==> config.mk <==
export PLATFORM = sky130hd
export DESIGN_NAME = cory_arb4_rate
export DESIGN_NICKNAME = d
export VERILOG_FILES = /design/src/rtl/cory_arb4_rate_pkg.sv /design/src/rtl/cory_arb4_rate_bucket.sv /design/src/rtl/cory_arb4_rate.sv
export SDC_FILE = /design/constraint.sdc
export NUM_CORES = 1
export LEC_CHECK = 0
export ABC_AREA = 1
export CAP_MARGIN = 20
export CELL_PAD_IN_SITES_DETAIL_PLACEMENT = 0
export CELL_PAD_IN_SITES_GLOBAL_PLACEMENT = 1
export CORE_MARGIN = 3
export CORE_UTILIZATION = 25
export CTS_BUF_LIST = sky130_fd_sc_hd__clkbuf_4 sky130_fd_sc_hd__clkbuf_8
export CTS_CLUSTER_DIAMETER = 60
export DETAILED_ROUTE_END_ITERATION = 7
export PLACE_DENSITY_LB_ADDON = 0.1
export SETUP_SLACK_MARGIN = 0.1
export SLEW_MARGIN = 40
export SYNTH_ARGS = -nofsm -noshare
export SYNTH_HDL_FRONTEND = slang
export SYNTH_SLANG_ARGS = --single-unit
==> constraint.sdc <==
create_clock -name clk -period 6.6 [get_ports clk]
set_input_delay 0.66 -clock clk [delete_from_list [all_inputs] [get_ports clk]]
set_output_delay 0.66 -clock clk [all_outputs]
set_load 0.03 [all_outputs]
==> src/rtl/cory_arb4_rate_pkg.sv <==
// cory_arb4_rate_pkg
// Shared constants and helpers for the cory_arb4_rate token-bucket arbiter:
// default data/credit/cost/period widths, port-index encoding, arbitration
// state encoding, and the request cost function (len + 1 credits).
package cory_arb4_rate_pkg;

  localparam int unsigned DATA_W    = 8;
  localparam int unsigned CREDIT_W  = 8;
  localparam int unsigned LEN_W     = 4;
  localparam int unsigned PERIOD_W  = 8;
  localparam int unsigned NUM_PORTS = 4;

  typedef logic [1:0] port_idx_t;

  // ARB_OPEN: selection follows the round-robin search every cycle.
  // ARB_HOLD: an offered grant was not accepted; selection is frozen.
  typedef enum logic {
    ARB_OPEN,
    ARB_HOLD
  } arb_state_t;

  // A request of len (arlen style, beats-1) costs len+1 credits.
  function automatic int unsigned cost_of(input int unsigned len);
    return len + 1;
  endfunction

endpackage

==> src/rtl/cory_arb4_rate_bucket.sv <==
// cory_arb4_rate_bucket
// One token bucket. Holds the port's credit, reports eligibility and updates
// credit from the port's handshake (debit) and the shared refill pulse.
// Ports:
//   clk, reset_n     clock, asynchronous active-low reset
//   i_v, i_len       request valid and cost field (cost = len+1)
//   i_rate, i_cap    credits added per refill, bucket ceiling
//   i_refill         shared refill pulse from the period timer
//   i_take           this port's request is accepted this cycle
//   o_elig           valid and credit covers the cost
module cory_arb4_rate_bucket
  import cory_arb4_rate_pkg::*;
#(
  parameter int unsigned C = CREDIT_W,
  parameter int unsigned L = LEN_W
) (
  input  logic         clk,
  input  logic         reset_n,
  input  logic         i_v,
  input  logic [L-1:0] i_len,
  input  logic [C-1:0] i_rate,
  input  logic [C-1:0] i_cap,
  input  logic         i_refill,
  input  logic         i_take,
  output logic         o_elig
);

  logic [C-1:0] credit;
  logic [C-1:0] credit_nxt;
  logic [C:0]   cost;
  logic [C:0]   base;

  always_comb begin
    cost   = (C+1)'(cost_of(32'(i_len)));
    o_elig = i_v && ({1'b0, credit} >= cost);

    // Debit saturates at zero so a work-conserving grant without credit
    // never leaves debt behind; a strict grant always has credit >= cost.
    base = {1'b0, credit};
    if (i_take) begin
      base = (base >= cost) ? (base - cost) : '0;
    end
    if (i_refill) begin
      base = base + {1'b0, i_rate};
    end
    credit_nxt = (base > {1'b0, i_cap}) ? i_cap : base[C-1:0];
  end

  always_ff @(posedge clk or negedge reset_n) begin
    if (!reset_n) begin
      credit <= '0;
    end else begin
      credit <= credit_nxt;
    end
  end

endmodule

==> src/rtl/cory_arb4_rate.sv <==
// cory_arb4_rate
// Four-input token-bucket rate arbiter. Merges four valid/ready request
// streams onto one output; a port is admitted only while its bucket holds
// enough credit. Buckets refill by i_aK_rate every i_period+1 cycles, capped
// at i_aK_cap. Round-robin among eligible ports; an unaccepted grant is held.
// Ports:
//   clk, reset_n                   clock, asynchronous active-low reset
//   i_aK_v / i_aK_d / o_aK_r       per-port request handshake (K=0..3)
//   i_aK_len                       request cost minus 1
//   i_aK_rate, i_aK_cap            refill amount (0 = no refill), ceiling
//   i_period                       refill every i_period+1 cycles
//   o_z_v / o_z_d / i_z_r          merged output handshake
//   o_z_s                          granted port index
// Build option: CORY_ARB4_RATE_WORK_CONSERVE_EN -- when no port has credit,
// grant any valid port round-robin (debit saturates at 0). Default: strict.
module cory_arb4_rate
  import cory_arb4_rate_pkg::*;
#(
  parameter int unsigned N = DATA_W,
  parameter int unsigned C = CREDIT_W,
  parameter int unsigned L = LEN_W,
  parameter int unsigned P = PERIOD_W
) (
  input  logic         clk,
  input  logic         reset_n,
  input  logic         i_a0_v,
  input  logic [N-1:0] i_a0_d,
  output logic         o_a0_r,
  input  logic [L-1:0] i_a0_len,
  input  logic [C-1:0] i_a0_rate,
  input  logic [C-1:0] i_a0_cap,
  input  logic         i_a1_v,
  input  logic [N-1:0] i_a1_d,
  output logic         o_a1_r,
  input  logic [L-1:0] i_a1_len,
  input  logic [C-1:0] i_a1_rate,
  input  logic [C-1:0] i_a1_cap,
  input  logic         i_a2_v,
  input  logic [N-1:0] i_a2_d,
  output logic         o_a2_r,
  input  logic [L-1:0] i_a2_len,
  input  logic [C-1:0] i_a2_rate,
  input  logic [C-1:0] i_a2_cap,
  input  logic         i_a3_v,
  input  logic [N-1:0] i_a3_d,
  output logic         o_a3_r,
  input  logic [L-1:0] i_a3_len,
  input  logic [C-1:0] i_a3_rate,
  input  logic [C-1:0] i_a3_cap,
  input  logic [P-1:0] i_period,
  output logic         o_z_v,
  output logic [N-1:0] o_z_d,
  input  logic         i_z_r,
  output logic [1:0]   o_z_s
);

  logic [3:0]   v;
  logic [N-1:0] d [4];
  logic [3:0]   elig;
  logic [3:0]   cand;
  logic [3:0]   take;
  logic [P-1:0] timer;
  logic         refill;
  port_idx_t    rr;
  port_idx_t    pick;
  port_idx_t    sel;
  port_idx_t    hold_sel;
  port_idx_t    idx;
  logic         found;
  logic         hs;
  arb_state_t   state;
  arb_state_t   state_nxt;

  assign v    = {i_a3_v, i_a2_v, i_a1_v, i_a0_v};
  assign d[0] = i_a0_d;
  assign d[1] = i_a1_d;
  assign d[2] = i_a2_d;
  assign d[3] = i_a3_d;

  // Refill timer; >= so lowering i_period below the count fires next cycle.
  assign refill = (timer >= i_period);

  always_ff @(posedge clk or negedge reset_n) begin
    if (!reset_n) begin
      timer <= '0;
    end else if (refill) begin
      timer <= '0;
    end else begin
      timer <= timer + P'(1);
    end
  end

  cory_arb4_rate_bucket #(.C(C), .L(L)) u_bkt0 (
    .clk(clk), .reset_n(reset_n), .i_v(i_a0_v), .i_len(i_a0_len),
    .i_rate(i_a0_rate), .i_cap(i_a0_cap), .i_refill(refill),
    .i_take(take[0]), .o_elig(elig[0])
  );
  cory_arb4_rate_bucket #(.C(C), .L(L)) u_bkt1 (
    .clk(clk), .reset_n(reset_n), .i_v(i_a1_v), .i_len(i_a1_len),
    .i_rate(i_a1_rate), .i_cap(i_a1_cap), .i_refill(refill),
    .i_take(take[1]), .o_elig(elig[1])
  );
  cory_arb4_rate_bucket #(.C(C), .L(L)) u_bkt2 (
    .clk(clk), .reset_n(reset_n), .i_v(i_a2_v), .i_len(i_a2_len),
    .i_rate(i_a2_rate), .i_cap(i_a2_cap), .i_refill(refill),
    .i_take(take[2]), .o_elig(elig[2])
  );
  cory_arb4_rate_bucket #(.C(C), .L(L)) u_bkt3 (
    .clk(clk), .reset_n(reset_n), .i_v(i_a3_v), .i_len(i_a3_len),
    .i_rate(i_a3_rate), .i_cap(i_a3_cap), .i_refill(refill),
    .i_take(take[3]), .o_elig(elig[3])
  );

  // Candidate set and round-robin search starting at rr.
  always_comb begin
`ifdef CORY_ARB4_RATE_WORK_CONSERVE_EN
    cand = (|elig) ? elig : v;
`else
    cand = elig;
`endif
    pick  = rr;
    found = 1'b0;
    idx   = rr;
    for (int unsigned i = 0; i < NUM_PORTS; i++) begin
      idx = rr + port_idx_t'(i);
      if (!found && cand[idx]) begin
        pick  = idx;
        found = 1'b1;
      end
    end
  end

  // Selection, handshake and hold FSM next state.
  always_comb begin
    sel       = (state == ARB_HOLD) ? hold_sel : pick;
    o_z_v     = (state == ARB_HOLD) || (|cand);
    hs        = o_z_v && i_z_r;
    state_nxt = state;
    case (state)
      ARB_OPEN: if (o_z_v && !i_z_r) state_nxt = ARB_HOLD;
      ARB_HOLD: if (i_z_r)           state_nxt = ARB_OPEN;
      default:                       state_nxt = ARB_OPEN;
    endcase
    take = '0;
    if (hs) begin
      take[sel] = 1'b1;
    end
  end

  always_ff @(posedge clk or negedge reset_n) begin
    if (!reset_n) begin
      state    <= ARB_OPEN;
      hold_sel <= '0;
      rr       <= '0;
    end else begin
      state <= state_nxt;
      if (o_z_v && !i_z_r) begin
        hold_sel <= sel;
      end
      if (hs) begin
        rr <= sel + port_idx_t'(1);
      end
    end
  end

  assign o_z_s  = sel;
  assign o_z_d  = o_z_v ? d[sel] : '0;
  assign o_a0_r = take[0];
  assign o_a1_r = take[1];
  assign o_a2_r = take[2];
  assign o_a3_r = take[3];

endmodule
After elaboration in Yosys (flattened, before gate mapping). Index checks and enable logic that the tools add are counted.

Bits of input ports: 127. Output and inout port bits: 15. Register bits: 45.

Mux-type cells: 42. Magnitude comparators: 16. Reduce and logical (&&, ||, !) cells: 16. $add $sub $neg: 17. Bitwise logic cells: 2.

Operator list (count): two-way mux 9 bit (12); two-way mux 8 bit (8); adder 9 x 8 -> 9 bit (4); greater-or-equal comparator 8 x 9 -> 1 bit (4); greater-than comparator 9 x 8 -> 1 bit (4); subtractor 8 x 9 -> 9 bit (4); adder 4 x 1 -> 5 bit (second input constant) (4); binary-select mux 8 bit (select 2 bit) (1); less-than comparator 2 x 3 -> 1 bit (second input constant) (5); logical AND 1 bit (10); two-way mux 1 bit (10); adder 8 x 1 -> 8 bit (second input constant) (1); binary-select mux 1 bit (select 2 bit) (4); greater-or-equal comparator 8 bit (1); two-way mux 2 bit (4); adder 2 x 1 -> 2 bit (second input constant) (2); adder 2 bit (second input constant) (2); logical NOT 1 bit (4); two-way mux 4 bit (1); OR reduction 4 bit (1); greater-or-equal comparator 3 bit (second input constant) (1); inverter 2 -> 3 bit (1); demux 1 bit (select 2 bit) (1); greater-or-equal comparator 2 x 1 -> 1 bit (second input constant) (1); 3 further kinds (3).

Longest topological paths before layout. Gate-level depths: netlist of run 1.

Depth in word-level cells: 26. Depth in mapped cells: 42.

Cells and area by module. From an unflattened synthesis of run 1, not the netlist that was laid out.

Cells, all modules: 1300. Area, all modules: 7901.3 um2.

By module, submodules not included: cory_arb4_rate_bucket at u_bkt1 (area an instance 1697.9 um2, cells each 266, sequential area each 200.2 um2, times used 1); cory_arb4_rate_bucket at u_bkt3 (area an instance 1602.8 um2, cells each 267, sequential area each 200.2 um2, times used 1); cory_arb4_rate_bucket at u_bkt0 (area an instance 1596.5 um2, cells each 266, sequential area each 200.2 um2, times used 1); cory_arb4_rate_bucket at u_bkt2 (area an instance 1582.8 um2, cells each 271, sequential area each 200.2 um2, times used 1); cory_arb4_rate (area an instance 1421.4 um2, cells each 230, sequential area each 325.3 um2, times used 1).

Worst setup path after synthesis of run 1. No wires, ideal clock.

Path kind: in2reg. Start point: input i_a3_len[0]. End point: register u_bkt2.credit[0]. Path slack: 1054 ps. Stages on the path: 40. Data arrival time: 5481 ps. Cells stage by stage: ha_1 -> xnor2_1 -> ha_1 -> nand2_1 -> nand2_1 -> a21oi_4 -> nand4_4 -> nand3_2 -> nand2_1 -> nand2_1 -> nand2_2 -> nor2_4 -> nand2_4 -> inv_2 -> nand2_1 -> nand3_1 -> nand2_2 -> buf_6 -> (+4 left out) -> inv_1 -> fa_1 -> o21ai_0 -> a21oi_1 -> o21ai_0 -> inv_1 -> nor2_1 -> nand3b_1 -> nand2_1 -> ha_1 -> a21oi_1 -> o21ai_0 -> a21o_1 -> nand2_1 -> inv_1 -> a21oi_4 -> nand3_1 -> nand2_1.

Longest elaborated chain between the ends: 26.

RTL lines: start, declared (line cory_arb4_rate.sv:47) `input logic [L-1:0] i_a3_len,`; adder 4 x 1 -> 5 bit (*) (line cory_arb4_rate_pkg.sv:24) `return len + 1;`; greater-or-equal comparator 8 x 9 -> 1 bit (*) (line cory_arb4_rate_bucket.sv:35) `o_elig = i_v && ({1'b0, credit} >= cost);`; logical AND 1 bit (*) (line cory_arb4_rate_bucket.sv:35); binary-select mux 1 bit (select 2 bit) (line cory_arb4_rate.sv:126) `if (!found && cand[idx]) begin`; two-way mux 1 bit (not written as such) (line cory_arb4_rate.sv:126); two-way mux 1 bit (line cory_arb4_rate.sv:126); logical NOT 1 bit (line cory_arb4_rate.sv:126); logical AND 1 bit (line cory_arb4_rate.sv:126); (+8 left out); via o_z_s[1] (line cory_arb4_rate.sv:54) `output logic [1:0] o_z_s`; (+3 left out); demux 1 bit (select 2 bit) (*) (line cory_arb4_rate.sv:146) `take[sel] = 1'b1;`; two-way mux 4 bit (*) (line cory_arb4_rate.sv:145) `if (hs) begin`; two-way mux 9 bit (*) (line cory_arb4_rate_bucket.sv:40) `if (i_take) begin`; adder 9 x 8 -> 9 bit (line cory_arb4_rate_bucket.sv:44) `base = base + {1'b0, i_rate};`; two-way mux 9 bit (*) (line cory_arb4_rate_bucket.sv:43) `if (i_refill) begin`; greater-than comparator 9 x 8 -> 1 bit (line cory_arb4_rate_bucket.sv:46) `credit_nxt = (base > {1'b0, i_cap}) ? i_cap : base[C-1:0];`; two-way mux 8 bit (*) (line cory_arb4_rate_bucket.sv:46); via u_bkt2.credit_nxt[0] (line cory_arb4_rate_bucket.sv:29) `logic [C-1:0] credit_nxt;`; end signal, assigned (line cory_arb4_rate_bucket.sv:53) `credit <= credit_nxt;`; end, declared (line cory_arb4_rate_bucket.sv:28) `logic [C-1:0] credit;`.

The timed path passes the listed nets; every way through them passes the cells marked *. The select of a mux whose other input is x is not followed. A chain may end at the register's enable or synchronous reset.

Worst setup path in the final report of run 1.
Start point: input i_a3_len[0]. End point: register u_bkt2.credit[1].

Longest elaborated chain between the ends: 26.

RTL lines (line): adder 4 x 1 -> 5 bit (*) (cory_arb4_rate_pkg.sv:24); greater-or-equal comparator 8 x 9 -> 1 bit (*) (cory_arb4_rate_bucket.sv:35); logical AND 1 bit (*) (cory_arb4_rate_bucket.sv:35); binary-select mux 1 bit (select 2 bit) (cory_arb4_rate.sv:126); two-way mux 1 bit (not written as such) (cory_arb4_rate.sv:126); two-way mux 1 bit (cory_arb4_rate.sv:126); logical NOT 1 bit (cory_arb4_rate.sv:126); logical AND 1 bit (cory_arb4_rate.sv:126); (+11 left out); demux 1 bit (select 2 bit) (cory_arb4_rate.sv:146); two-way mux 4 bit (*) (cory_arb4_rate.sv:145); two-way mux 9 bit (*) (cory_arb4_rate_bucket.sv:40); adder 9 x 8 -> 9 bit (cory_arb4_rate_bucket.sv:44); two-way mux 9 bit (*) (cory_arb4_rate_bucket.sv:43); greater-than comparator 9 x 8 -> 1 bit (cory_arb4_rate_bucket.sv:46); two-way mux 8 bit (*) (cory_arb4_rate_bucket.sv:46); via u_bkt2.credit_nxt[1] (cory_arb4_rate_bucket.sv:29).

Marked as above.

==> results of run 1 <==
## logic make-up after synthesis
group	share of synthesized area [%]
and+or+nand+nor	42.6
buffers and inverters	11.2
AOI/OAI and AO/OA	9.79
adders and majority gates	18.3
DFF	15.0
xor gates and xnor gates	3.13
## through the flow
step	cells	total power [mW]	hold slack (ns)
after global placement	1711	5.47	0.481
after global routing	1727	6.74	0.501
after floorplan	1150	3.99	0.364
after CTS	1718	5.66	0.474
final	1727	5.95	0.460
after detailed placement	1711	5.42	0.491
## what timing repair did
| item | in CTS | in global routing |
|---|---|---|
| setup endpoints to repair | 0 | 32 |
| buffers inserted | 0 | 9 |
| resized for setup | 0 | 76 |
## per-layer routing
layer,wire (um),track usage (%),vias up
met1,11600,20.2,3398
met3,1090,2.36,10
li1,-,-,4111
met2,11200,25.9,133
met4,159,2.29,2
met5,20,0,-
## power by group
part           leakage [nW]  switching, mW  total (mW)  internal, mW
clock                0.0477          0.113       0.200        0.0878
sequential            0.550          0.133       0.563         0.429
combinational          4.70           3.01        5.19          2.18
total                  5.30           3.26        5.95          2.70
## cells in the final DEF, fill, tap and decap left out, types with 7 or more instances in the layout
master and n:
nand2_4 7, a31oi_1 8, ha_4 11, nor2_1 49, dfrtp_1 45, inv_2 9
nor3_1 7, nand3_1 137, o21ai_0 26, nand4_4 7, xnor2_1 11, a21oi_1 37
o21ai_1 12, xor2_1 13, inv_1 173, nand2_1 317, a21oi_2 10, clkdlybuf4s50_1 137
nor2_2 7, nand3b_1 9, nand3_2 23, nand2_2 12, buf_4 61, ha_1 82
and2_1 13, or2_2 25
## cell type report
class	count	area [um2]
fill	3182	18900
inverter	186	703
clock buffer	7	90.1
timing repair buffer	208	1960
sequential	45	1130
tap	384	480
multi-input combinational	897	5870
## cells in the mapped netlist (8+ instances only)
| cell | n | area [um2] |
|---|---|---|
| nand3_2 | 14 | 140 |
| nand2_4 | 8 | 90.1 |
| dfrtp_1 | 45 | 1130 |
| xor2_1 | 14 | 123 |
| nand2_2 | 8 | 50.1 |
| a31oi_1 | 8 | 50.1 |
| a21oi_1 | 45 | 225 |
| and2_1 | 17 | 106 |
| nand2_1 | 321 | 1200 |
| ha_1 | 97 | 1210 |
| nor2_1 | 50 | 188 |
| clkbuf_1 | 10 | 37.5 |
| nor3_1 | 9 | 45.0 |
| nand3b_1 | 9 | 67.6 |
| or2_2 | 25 | 156 |
| inv_2 | 9 | 33.8 |
| xnor2_1 | 11 | 96.3 |
| inv_1 | 174 | 653 |
| o21ai_0 | 36 | 180 |
| fa_1 | 8 | 160 |
| nand3_1 | 147 | 736 |
## sequential cells by signal, indices dropped and copies added (netlist names)
name           cells
u_bkt1.credit      8
hold_sel           2
rr                 2
u_bkt2.credit      8
u_bkt3.credit      8
state              1
timer              8
u_bkt0.credit      8
## worst max-delay path, delay by kind of cell
family	cells	cell delay (ns)
buffers and inverters	5	0.95
xor gates and xnor gates	1	0.13
and+or+nand+nor	23	2.74
adders and majority gates	4	1.07
AOI/OAI and AO/OA	5	0.78
## how the worst max path moves through the flow
stage,end,cells after the start
6_report,u_bkt2.credit[1],38
5_1_grt,u_bkt1.credit[1],39
4_1_cts,u_bkt2.credit[7],40
3_5_place_dp,u_bkt2.credit[7],40
3_3_place_gp,u_bkt2.credit[7],40
2_1_floorplan,u_bkt2.credit[0],40
==> flow_metrics.py, run 1 <==
metrics = {
    "synth": {
        "yosysWarnings": 0,
        "synth-edff-count": 0,
        "ys_ff_latch": 45,
        "seq_area_frac_synth_pct": 15.0,
        "ys.flop_type": "dfrtp_1",
        "syn-instance-count": 1150,
        "syn_area_um2": 7510,
        "synth_fp_nets": 1382,
        "syn_avg_cell_area_um2": 6.53,
        "synth_cell_types": 52,
        "async_reset_ff_share_pct": 100,
    },
    "floorplanning": {
        "die_h_um": 179,
        "coreArea_um2": 29200,
        "num_io_pins": 142,
        "row_count": 62,
        "die_w_um": 179,
        "start_util_pct": 25.8,
        "dieArea_um2": 32200,
    },
    "worst_hold_path": {
        "hold_class": "primary input to async pin",
    },
    "sta": {
        "relSlewSlack_pct": 50.4,
        "skew_ns": 0.00793,
        "maxSlewViolCount": 0,
        "tightest_slew_ns": 0.739,
        "setup_viol": 0,
        "fin_crit_ns": 6.08,
        "period_share_pct": 92.1,
        "layout_setup_ws_ns": 0.518,
        "final.setup.tns_ns": 0,
        "fmax_mhz": 164,
        "hold_violations": 0,
        "rsz0062_at_grt": "false",
    },
    "worst_setup_path": {
        "rr_worst_depth": 37,
        "r2r-end": "u_bkt2.credit[1]",
        "worst_setup_path_end_kind": "register",
        "required_ns": 6.86,
        "crit_start": "i_a3_len[0]",
        "cpPeakStageDelay_ns": 0.45,
        "worstPathMaxFanout": 5,
        "critPathKind": "primary input to register",
        "cpMostUsedCell": "nand2_1",
        "reg2reg_slack_ns": 1.22,
        "critPathSlowestCell": "clkdlybuf4s50_1",
        "cp.arrival_ns": 6.35,
        "startpoint_type": "primary input",
        "r2r-start": "u_bkt0.credit[4]",
    },
    "global_route": {
        "grt_pass1_wl_mm": 38.9,
        "grt-ovfl-total": 0,
        "grt_pass1_vias": 7720,
        "grt_max_degree": 46,
        "gr-usage-all-layers_pct": 15.0,
        "antenna_found_initial": 1,
    },
    "cts": {
        "clockBufferDepth": 2,
        "cts_sinks": 45,
        "clkLatencyLatePin_ns": 0.32,
        "numCtsBuffers": 5,
        "root_buffer": "clkbuf_8",
        "path_clk_slew_ns": 0.09,
        "cts-hold-fix-buffers": 0,
        "tritoncts": "built",
        "htreeDepth": 2,
    },
    "detailed_routing": {
        "wl_per_cell_um": 14.0,
        "drtIter0Drc": 330,
        "finalWirelength_mm": 24.1,
        "route.detailed.drc": 0,
        "vias_per_cell": 4.43,
        "detail-route-antenna-nets": 0,
        "vias": 7654,
        "first_pass_iters": 4,
    },
    "placement": {
        "dp_slack_ns": -0.160,
        "portBuffers": 141,
        "placed_area_um2": 9710,
        "dp_hpwl_mm": 20.0,
        "gp_congestion": 0.827,
    },
    "cells_and_area": {
        "n_antenna_cell": 0,
        "utilization_pct": 35.1,
        "area_delta_synth_final_pct": 36.2,
        "postLayoutCellArea_um2": 10200,
        "drive_above_1_share_pct": 17.1,
        "layout.nets": 1575,
    },
    "run_status": {
        "status": "finished, final reports clean",
    },
    "flow_run": {
        "maxCapViolations": 0,
    },
    "power_and_ir_drop": {
        "p_per_area_nw_per_um2": 582,
        "ir_worst_vdd_v": 0.000195,
        "leakage_nw": 5.30,
    },
}
No activity file was read; power rests on OpenSTA's default activity.
==> inputs of run 2 (changes only) <==
--- a/config.mk
+++ b/config.mk
@@ -10,7 +10,7 @@
 export CELL_PAD_IN_SITES_DETAIL_PLACEMENT = 0
 export CELL_PAD_IN_SITES_GLOBAL_PLACEMENT = 1
 export CORE_MARGIN = 3
-export CORE_UTILIZATION = 25
+export CORE_UTILIZATION = 39
 export CTS_BUF_LIST = sky130_fd_sc_hd__clkbuf_4 sky130_fd_sc_hd__clkbuf_8
 export CTS_CLUSTER_DIAMETER = 60
 export DETAILED_ROUTE_END_ITERATION = 7
==> run 2 against run 1 <==
- count of clock-buffer cells in the layout unchanged
- largest power group unchanged
- non-clock buffer count down 22
- clock skew up 0.0048 ns
- clock power about the same
- critical path type unchanged
==> flow_metrics.py, run 2 (synthesis results as in run 1) <==
metrics = {
    "run_status": {
        "status": "finished, final reports clean",
    },
    "detailed_routing": {
        "drtIter0Drc": 291,
        "detail-route-antenna-nets": 0,
        "wl_per_cell_um": 13.3,
        "vias_per_cell": 4.87,
        "finalWirelength_mm": 21.0,
        "top_layer_used": "met4",
        "route.detailed.drc": 0,
        "vias": 7695,
        "first_pass_iters": 5,
        "wl_met1_mm": 9.58,
        "met3_length_mm": 1.01,
        "route.met2.wl_mm": 10.3,
    },
    "worst_setup_path": {
        "rr_worst_depth": 35,
        "critPathSlowestCell": "clkdlybuf4s50_1",
        "startpoint_type": "primary input",
        "r2r-end": "u_bkt2.credit[7]",
        "critPathKind": "primary input to register",
        "reg2reg_slack_ns": 1.22,
        "worst_setup_path_end_kind": "register",
        "cpPeakStageDelay_ns": 0.44,
        "required_ns": 6.86,
        "worstPathMaxFanout": 9,
        "r2r-start": "u_bkt0.credit[2]",
        "cp.arrival_ns": 6.39,
    },
    "floorplanning": {
        "start_util_pct": 39.9,
        "num_io_pins": 142,
        "die_h_um": 145,
        "row_count": 50,
        "die_w_um": 145,
        "coreArea_um2": 18800,
        "dieArea_um2": 21000,
    },
    "cts": {
        "numCtsBuffers": 5,
        "root_buffer": "clkbuf_8",
        "htreeDepth": 2,
        "cts_sinks": 45,
        "tritoncts": "built",
        "cts-hold-fix-buffers": 0,
        "clockBufferDepth": 2,
        "clkLatencyLatePin_ns": 0.33,
        "path_clk_slew_ns": 0.09,
    },
    "cells_and_area": {
        "area_delta_synth_final_pct": 29.7,
        "layout_common_cells": "nand2_1 (317), inv_1 (174), clkdlybuf4s50_1 (139)",
        "n_antenna_cell": 0,
        "postLayoutCellArea_um2": 9740,
        "n_fill_cell": 1963,
        "layout_commonest_cell": "nand2_1",
        "drive_above_1_share_pct": 14.3,
        "utilization_pct": 51.7,
        "layout.nets": 1553,
        "regArea_um2": 1130,
        "multi_input_area_um2": 5720,
    },
    "power_and_ir_drop": {
        "p_total_mw": 5.64,
        "leakage_nw": 5.17,
        "p_per_area_nw_per_um2": 579,
        "ir_worst_vdd_v": 0.000237,
    },
    "placement": {
        "gp_congestion": 0.859,
        "placed_area_um2": 9320,
        "dp_hpwl_mm": 17.2,
        "portBuffers": 141,
    },
    "sta": {
        "hold_violations": 0,
        "period_share_pct": 92.8,
        "setup_viol": 0,
        "tightest_slew_ns": 0.813,
        "fmax_mhz": 163,
        "rsz0062_at_grt": "false",
        "relSlewSlack_pct": 45.4,
        "fin_crit_ns": 6.12,
        "skew_ns": 0.0127,
        "maxSlewViolCount": 0,
        "final.setup.tns_ns": 0,
    },
    "worst_hold_path": {
        "hold_class": "primary input to async pin",
    },
    "global_route": {
        "gr-usage-all-layers_pct": 19.9,
        "grt-ovfl-total": 0,
        "grt_max_degree": 46,
        "antenna_found_initial": 0,
        "grt_pass1_vias": 7228,
        "grt_pass1_wl_mm": 33.8,
    },
    "flow_run": {
        "maxCapViolations": 0,
    },
}
[run 2: worst max-delay path, delay by kind of cell]
kind,cells,cell delay (ns)
adders and majority gates,4,1.30
AOI/OAI and AO/OA,10,1.49
buffers and inverters,5,0.81
and+or+nand+nor,19,2.14
[run 2: how the worst max path moves through the flow]
stage / start / endpoint / slack (ns)
2_1_floorplan: i_a3_len[0] / u_bkt2.credit[0] / 1.05
3_3_place_gp: i_a1_len[0] / u_bkt2.credit[7] / -0.11
3_5_place_dp: i_a0_len[0] / u_bkt2.credit[7] / -0.16
4_1_cts: i_a0_len[0] / u_bkt2.credit[7] / 0.15
5_1_grt: i_a0_len[1] / u_bkt2.credit[7] / 0.07
6_report: i_a1_len[0] / u_bkt0.credit[5] / 0.48
[run 2: repair_timing]
action,in CTS,in global routing
setup buffers,0,16
gates resized for setup,0,53
setup endpoints to repair,0,32
[run 2: metal layers]
metal  up-vias  track usage [%]
met2       159             35.8
li1       4068                -
met4         0             2.95
met5         -                0
met3        10             2.53
met1      3458             25.9
[run 2: cell type report]
type / instances / area share (%)
Timing Repair Buffer: 186 / 18.2
Sequential cell: 45 / 11.6
Clock buffer: 7 / 0.925
Tap cell: 260 / 3.34
Multi-Input combinational cell: 897 / 58.8
Inverter: 186 / 7.22
[run 2: through the flow]
step	worst slack, ns	std cells	hold slack, ns
after floorplan	1.05	1150	0.364
after global placement	-0.107	1558	0.485
after detailed placement	-0.163	1558	0.492
after CTS	0.152	1565	0.468
after global routing	0.0750	1581	0.483
final	0.475	1581	0.445
[run 2: power breakdown]
| group | total, mW | switching (mW) | leakage [nW] | internal [mW] |
|---|---|---|---|---|
| registers | 0.552 | 0.122 | 0.550 | 0.430 |
| logic | 4.89 | 2.88 | 4.57 | 2.01 |
| clock network | 0.202 | 0.114 | 0.0477 | 0.0878 |
| total | 5.64 | 3.12 | 5.17 | 2.53 |
==> RTL edit 1, RTL diff (settings of run 2) <==
Add an input register stage for `i_period`, with the module's reset; this delays it by one clock. The other inputs are not delayed to match. Comments in the files are not updated.
--- a/src/rtl/cory_arb4_rate.sv
+++ b/src/rtl/cory_arb4_rate.sv
@@ -54,6 +54,16 @@
   output logic [1:0]   o_z_s
 );
 
+  logic [P-1:0] i_period_q;
+
+  always_ff @(posedge clk or negedge reset_n) begin
+    if (!reset_n) begin
+      i_period_q <= '0;
+    end else begin
+      i_period_q <= i_period;
+    end
+  end
+
   logic [3:0]   v;
   logic [N-1:0] d [4];
   logic [3:0]   elig;
@@ -78,7 +88,7 @@
   assign d[3] = i_a3_d;
 
   // Refill timer; >= so lowering i_period below the count fires next cycle.
-  assign refill = (timer >= i_period);
+  assign refill = (timer >= i_period_q);
 
   always_ff @(posedge clk or negedge reset_n) begin
     if (!reset_n) begin
Check against the original RTL: not equivalent (a bounded check fails within 4 cycles, from zero or initial values and one cycle with reset_n low).
==> RTL edit 1 against run 2 <==
Sequential power rose by 10%; area after synthesis rose by 3.4%; cell count rose by 0.82%; wire length rose by 0.67%; die area rose by 3.2%; setup slack improved by 0.041 ns; design area rose by 1.6%; synthesized cell count rose by 1.3%; via count rose by 0.19%; clock skew rose by 0.0053 ns; sequential cell count rose by 8; power rose by 0.20%; critical path type unchanged; largest cell class unchanged.
==> RTL edit 1: results (changes against run 2) <==
- Arrival time of the worst setup path: 6.30 ns (-0.09 ns)
- Met2 wire len: 9210 um (-11%)
- Master of the slowest instance on the critical path: sky130_fd_sc_hd__clkdlybuf4s50_1
- Clk buf depth: 2 (unchanged)
- Share of async-settable or async-resettable flops after synthesis: 1.00 (unchanged)
- Worst reg-to-reg path cell count: 34 (-2.9%)
- Clk slew on worst S/H paths: 0.12 ns (+0.03 ns)
- Combined global-route utilization of all metal layers: 0.194 (-0.00496)
- Estimated wirelength of the detail-placed design: 17400 um (+1.2%)
- Worst reg2reg setup slack: 1.26 ns (+0.04 ns)
- First-pass GRT wire length: 35100 um (+4.0%)
- Top routing layer in use: met4
- Antenna violations before repair: 0 (unchanged)
- Internal power component: 2.51 mW (-0.77%)
- Seq/Total Area, Yosys: 0.171 (+0.0209)
- Final Wtd Congestion: 0.866 (+0.83%)
- Clock skew: 0.0181 ns (+0.00535 ns)
- Htree depth: 2 (unchanged)
- Cell family contributing the most delay on the critical path: simple AND/OR/NAND/NOR gates
- Length of routed wiring on met1: 10800 um (+13%)
- Drt wl/cell: 13.3 um (-0.16%)
- Routed length on met3: 967 um (-4.3%)
- Net count after synthesis: 1397 (+1.1%)
- Delay of the slowest cell on the worst path: 0.47 ns (+0.03 ns)
- Worst slew pin tran: 0.749 ns (-0.0648 ns)
- Commonest cells post-synth: sky130_fd_sc_hd__nand2_1 (329), sky130_fd_sc_hd__inv_1 (168), sky130_fd_sc_hd__nand3_1 (143), sky130_fd_sc_hd__ha_1 (97), sky130_fd_sc_hd__nor2_1 (60)
- Ant diodes: 0 (unchanged)
- Clock tree root buffer cell: sky130_fd_sc_hd__clkbuf_8
- Total iterations of the first detailed-routing run: 5 (unchanged)
- Final sum of negative setup slack: 0 ns (unchanged)
- Initial DRC count: 363 (+25%)
- Area contributors post-synth: sky130_fd_sc_hd__dfrtp_1 (17%), sky130_fd_sc_hd__nand2_1 (16%), sky130_fd_sc_hd__ha_1 (16%), sky130_fd_sc_hd__nand3_1 (9.2%), sky130_fd_sc_hd__inv_1 (8.1%)
- Critical register-to-register path endpoint: u_bkt0.credit[7]$_DFF_PN0_
- Number of distinct library cells after synthesis: 51 (-1.9%)
- Final Net Count: 1565 (+0.77%)
- Insertion delay of the later-clocked pin in the worst-skew pair: 0.34 ns
- Share of layout cells above drive strength 1: 0.127 (-0.0164)
- Number of global-route vias before repair: 7192 (-0.50%)
- Leakage power total: 5.22 nW (+1.1%)
- Number of CTS-inserted buffers: 5 (unchanged)
- Instance area at placement: 9640 um^2 (+3.4%)
- Port-buffer cells: 141 (unchanged)
- Synth warnings: 0 (unchanged)
- Pin count of the biggest net entering global routing: 54 (+17%)
- Hold crit path type: in2async
- Worst reg2reg path startpoint: u_bkt0.credit[2]$_DFF_PN0_
- Maximum fanout encountered on the critical timing path: 9 (unchanged)
- Result of the run: finished, final reports clean
- Peak supply drop: 0.240 mV (+1.1%)
- Vias post-DR: 7710 (+0.19%)
==> RTL edit 1: worst register-to-register path: cells and delay by family (launching register included) <==
family / cells / cell delay (ns)
AND/OR/NAND/NOR: 19 / 2.25
AO/OA/AOI/OAI: 8 / 1.12
adder cells (fa/ha/maj): 4 / 1.07
flip-flops: 1 / 0.42
buffers and inverters: 3 / 0.35
==> RTL edit 1: power by group through the flow <==
stage               logic, mW  clock network, mW  registers, mW
finish                   4.84              0.210          0.609
global route             5.52              0.230          0.630
CTS                      4.71              0.220          0.608
global placement         4.68                  0          0.616
floorplan                3.56                  0          0.561
detailed placement       4.69                  0          0.616
==> RTL edit 1: what timing repair did <==
action                     4_1_cts  5_1_grt
hold buffers                     0        0
setup buffers                    0        6
setup endpoints to repair        0       32
gates resized for setup          0       29
==> RTL edit 1: cell type report <==
type | count | area [um^2]
Sequential cell | 53 | 1330
Clock buffer | 5 | 68.8
Tap cell | 260 | 325
Fill cell | 1975 | 9250
Timing Repair Buffer | 183 | 1780
Multi-Input combinational cell | 912 | 5710
Clock inverter | 3 | 25.0
Inverter | 178 | 668
==> RTL edit 1: stage by stage <==
step | utilization | instances | hold slack (ns) | total power [mW] | setup WS, ns
after floorplan | - | 1165 | 0.364 | 4.12 | 1.01
after global placement | 0.503 | 1579 | 0.479 | 5.30 | 0.00963
after detailed placement | 0.503 | 1579 | 0.480 | 5.30 | -0.0617
after CTS | 0.508 | 1587 | 0.453 | 5.54 | 0.298
after global routing | 0.517 | 1594 | 0.503 | 6.38 | 0.0391
final | 0.517 | 1594 | 0.438 | 5.66 | 0.516
==> RTL edit 1: layer usage <==
metal / GRT usage / up-vias
li1: - / 4124
met2: 0.304 / 150
met4: 0.0340 / 0
met3: 0.0278 / 11
met1: 0.286 / 3425
met5: 0 / -
==> RTL edit 1: how the worst max path moves through the flow <==
stage	from	to	slack, ns	depth (start not counted)
after global placement	i_a0_len[0]	u_bkt1.credit[6]$_DFF_PN0_	0.01	38
final	i_a0_len[0]	u_bkt0.credit[7]$_DFF_PN0_	0.52	37
after CTS	i_a0_len[0]	u_bkt1.credit[6]$_DFF_PN0_	0.30	39
after floorplan	i_a0_len[0]	u_bkt2.credit[0]$_DFF_PN0_	1.01	38
after global routing	i_a0_len[0]	u_bkt2.credit[2]$_DFF_PN0_	0.04	36
after detailed placement	i_a0_len[0]	u_bkt1.credit[6]$_DFF_PN0_	-0.06	39
==> RTL edit 1: cells by family after synthesis <==
family | share of synthesized area
adder cells (fa/ha/maj) | 0.177
XOR/XNOR | 0.0280
AO/OA/AOI/OAI | 0.0979
buffers and inverters | 0.106
flip-flops | 0.171
AND/OR/NAND/NOR | 0.421
==> RTL edit 2, RTL diff (config.mk and constraints of run 2) <==
Made on the original files. Add a define of `CORY_ARB4_RATE_WORK_CONSERVE_EN`.
--- a/src/rtl/cory_arb4_rate.sv
+++ b/src/rtl/cory_arb4_rate.sv
@@ -13,6 +13,8 @@
 //   o_z_s                          granted port index
 // Build option: CORY_ARB4_RATE_WORK_CONSERVE_EN -- when no port has credit,
 // grant any valid port round-robin (debit saturates at 0). Default: strict.
+`define CORY_ARB4_RATE_WORK_CONSERVE_EN
+
 module cory_arb4_rate
   import cory_arb4_rate_pkg::*;
 #(
Check against the original RTL: not equivalent (a bounded check fails within 4 cycles, from zero or initial values and one cycle with reset_n low).
==> RTL edit 2 against run 2 <==
Power up 13%; sequential share of layout area down 1.2 points; clock skew up 0.0017 ns; highest routed layer unchanged; setup slack better by 0.016 ns; sequential cell count unchanged; area after synthesis about the same; die area about the same; design area up 11%; non-clock buffer count up 90; clock power down 3%; wire length up 7.2%.
==> RTL edit 2: results (changes against run 2) <==
- Result of the run: finished, final reports clean
- Gate Count Post-Synth: 1170 (+1.7%)
- Portion of the layout cell area used by non-clock buffers: 0.230 (+0.0484)
- Commonest cells post-synth: sky130_fd_sc_hd__nand2_1 (330), sky130_fd_sc_hd__inv_1 (173), sky130_fd_sc_hd__nand3_1 (138), sky130_fd_sc_hd__ha_1 (97), sky130_fd_sc_hd__nor2_1 (57)
- Count of filler cells inserted in the layout: 1903 (-3.1%)
- Net count after synthesis: 1402 (+1.4%)
- Non-Clock Inverter Count: 188 (+1.1%)
- Fraction of standard cell area in multi-input logic: 0.562 (-0.0258)
- Area share of fa/ha/maj cells after synthesis: 0.183 (about the same)
- Estimated wirelength of the detail-placed design: 18500 um (+7.7%)
- Number of distinct library cells after synthesis: 49 (-5.8%)
- M1 GR Usage: 0.275 (+0.0169)
- Drt wl/cell: 13.3 um (-0.17%)
- Fraction of area in registers: 0.104 (-0.0117)
- Share of layout cells above drive strength 1: 0.232 (+0.0894)
- Peak supply drop: 0.272 mV (+15%)
- Slew HR: 0.571 (+0.118)
- Leakage power total: 5.80 nW (+12%)
- Clock skew: 0.0145 ns (+0.00175 ns)
- Area contributors post-synth: sky130_fd_sc_hd__nand2_1 (16%), sky130_fd_sc_hd__ha_1 (16%), sky130_fd_sc_hd__dfrtp_1 (15%), sky130_fd_sc_hd__nand3_1 (9.2%), sky130_fd_sc_hd__inv_1 (8.6%)
- Master of the slowest instance on the critical path: sky130_fd_sc_hd__fa_2
- Clock buffers: 5 (-2)
- Total iterations of the first detailed-routing run: 4 (-1)
- Global-route track usage on met3: 0.0217 (-0.00361)
- Vias per cell: 4.71 (-3.2%)
- Die Span X: 145 um (about the same)
- Number of global-route vias before repair: 7593 (+5.0%)
- Initial DRC count: 267 (-8.2%)
- Fraction of synthesized cell area in xor and xnor cells: 0.0350 (+0.00365)
- Seq/Total Area, Yosys: 0.150 (about the same)
[RTL edit 2: changes by cell type in the layout (fill, tap and decap cells not counted), moves of 13 or more]
cell,change
sky130_fd_sc_hd__ha_1,-15
sky130_fd_sc_hd__nand3_1,-14
sky130_fd_sc_hd__ha_4,+13
sky130_fd_sc_hd__buf_4,+89
sky130_fd_sc_hd__dlymetal6s2s_1,+14
sky130_fd_sc_hd__clkdlybuf4s50_1,-15
sky130_fd_sc_hd__nand2_2,+23
[RTL edit 2: routing by layer]
layer  share of wire  wire length [um]
met1            0.46             10300
met2            0.49             11100
met3           0.038               863
met4           0.013               289
met5               0                 0
[RTL edit 2: stage by stage]
stage	TNS (ns)	hold WS (ns)	setup slack [ns]	power, mW	utilization
floorplan	0	0.364	0.501	3.97	-
global placement	-7.05	0.489	-0.390	5.62	0.535
detailed placement	-9.37	0.497	-0.452	5.65	0.535
CTS	0	0.442	0.105	5.96	0.547
global route	0	0.477	0.0282	7.12	0.575
finish	0	0.430	0.491	6.36	0.575
[RTL edit 2: path summary, 6_finish.rpt]
kind | from | end | slack [ns] | cells after the start
max | i_a0_len[1] | u_bkt2.credit[5]$_DFF_PN0_ | 0.49 | 48
min | reset_n | timer[6]$_DFF_PN0_ | 0.43 | 2
max reg2reg | u_bkt3.credit[2]$_DFF_PN0_ | u_bkt2.credit[5]$_DFF_PN0_ | 0.92 | 45
min reg2reg | timer[0]$_DFF_PN0_ | timer[0]$_DFF_PN0_ | 0.51 | 1
max in group asynchronous | reset_n | u_bkt1.credit[7]$_DFF_PN0_ | 5.74 | 2
min in group clk | timer[0]$_DFF_PN0_ | timer[0]$_DFF_PN0_ | 0.51 | 1
[RTL edit 2: report_power, final]
group          total, mW  internal, mW  switching (mW)
sequential         0.559         0.428           0.132
clock              0.196        0.0775           0.118
combinational       5.61          2.50            3.11
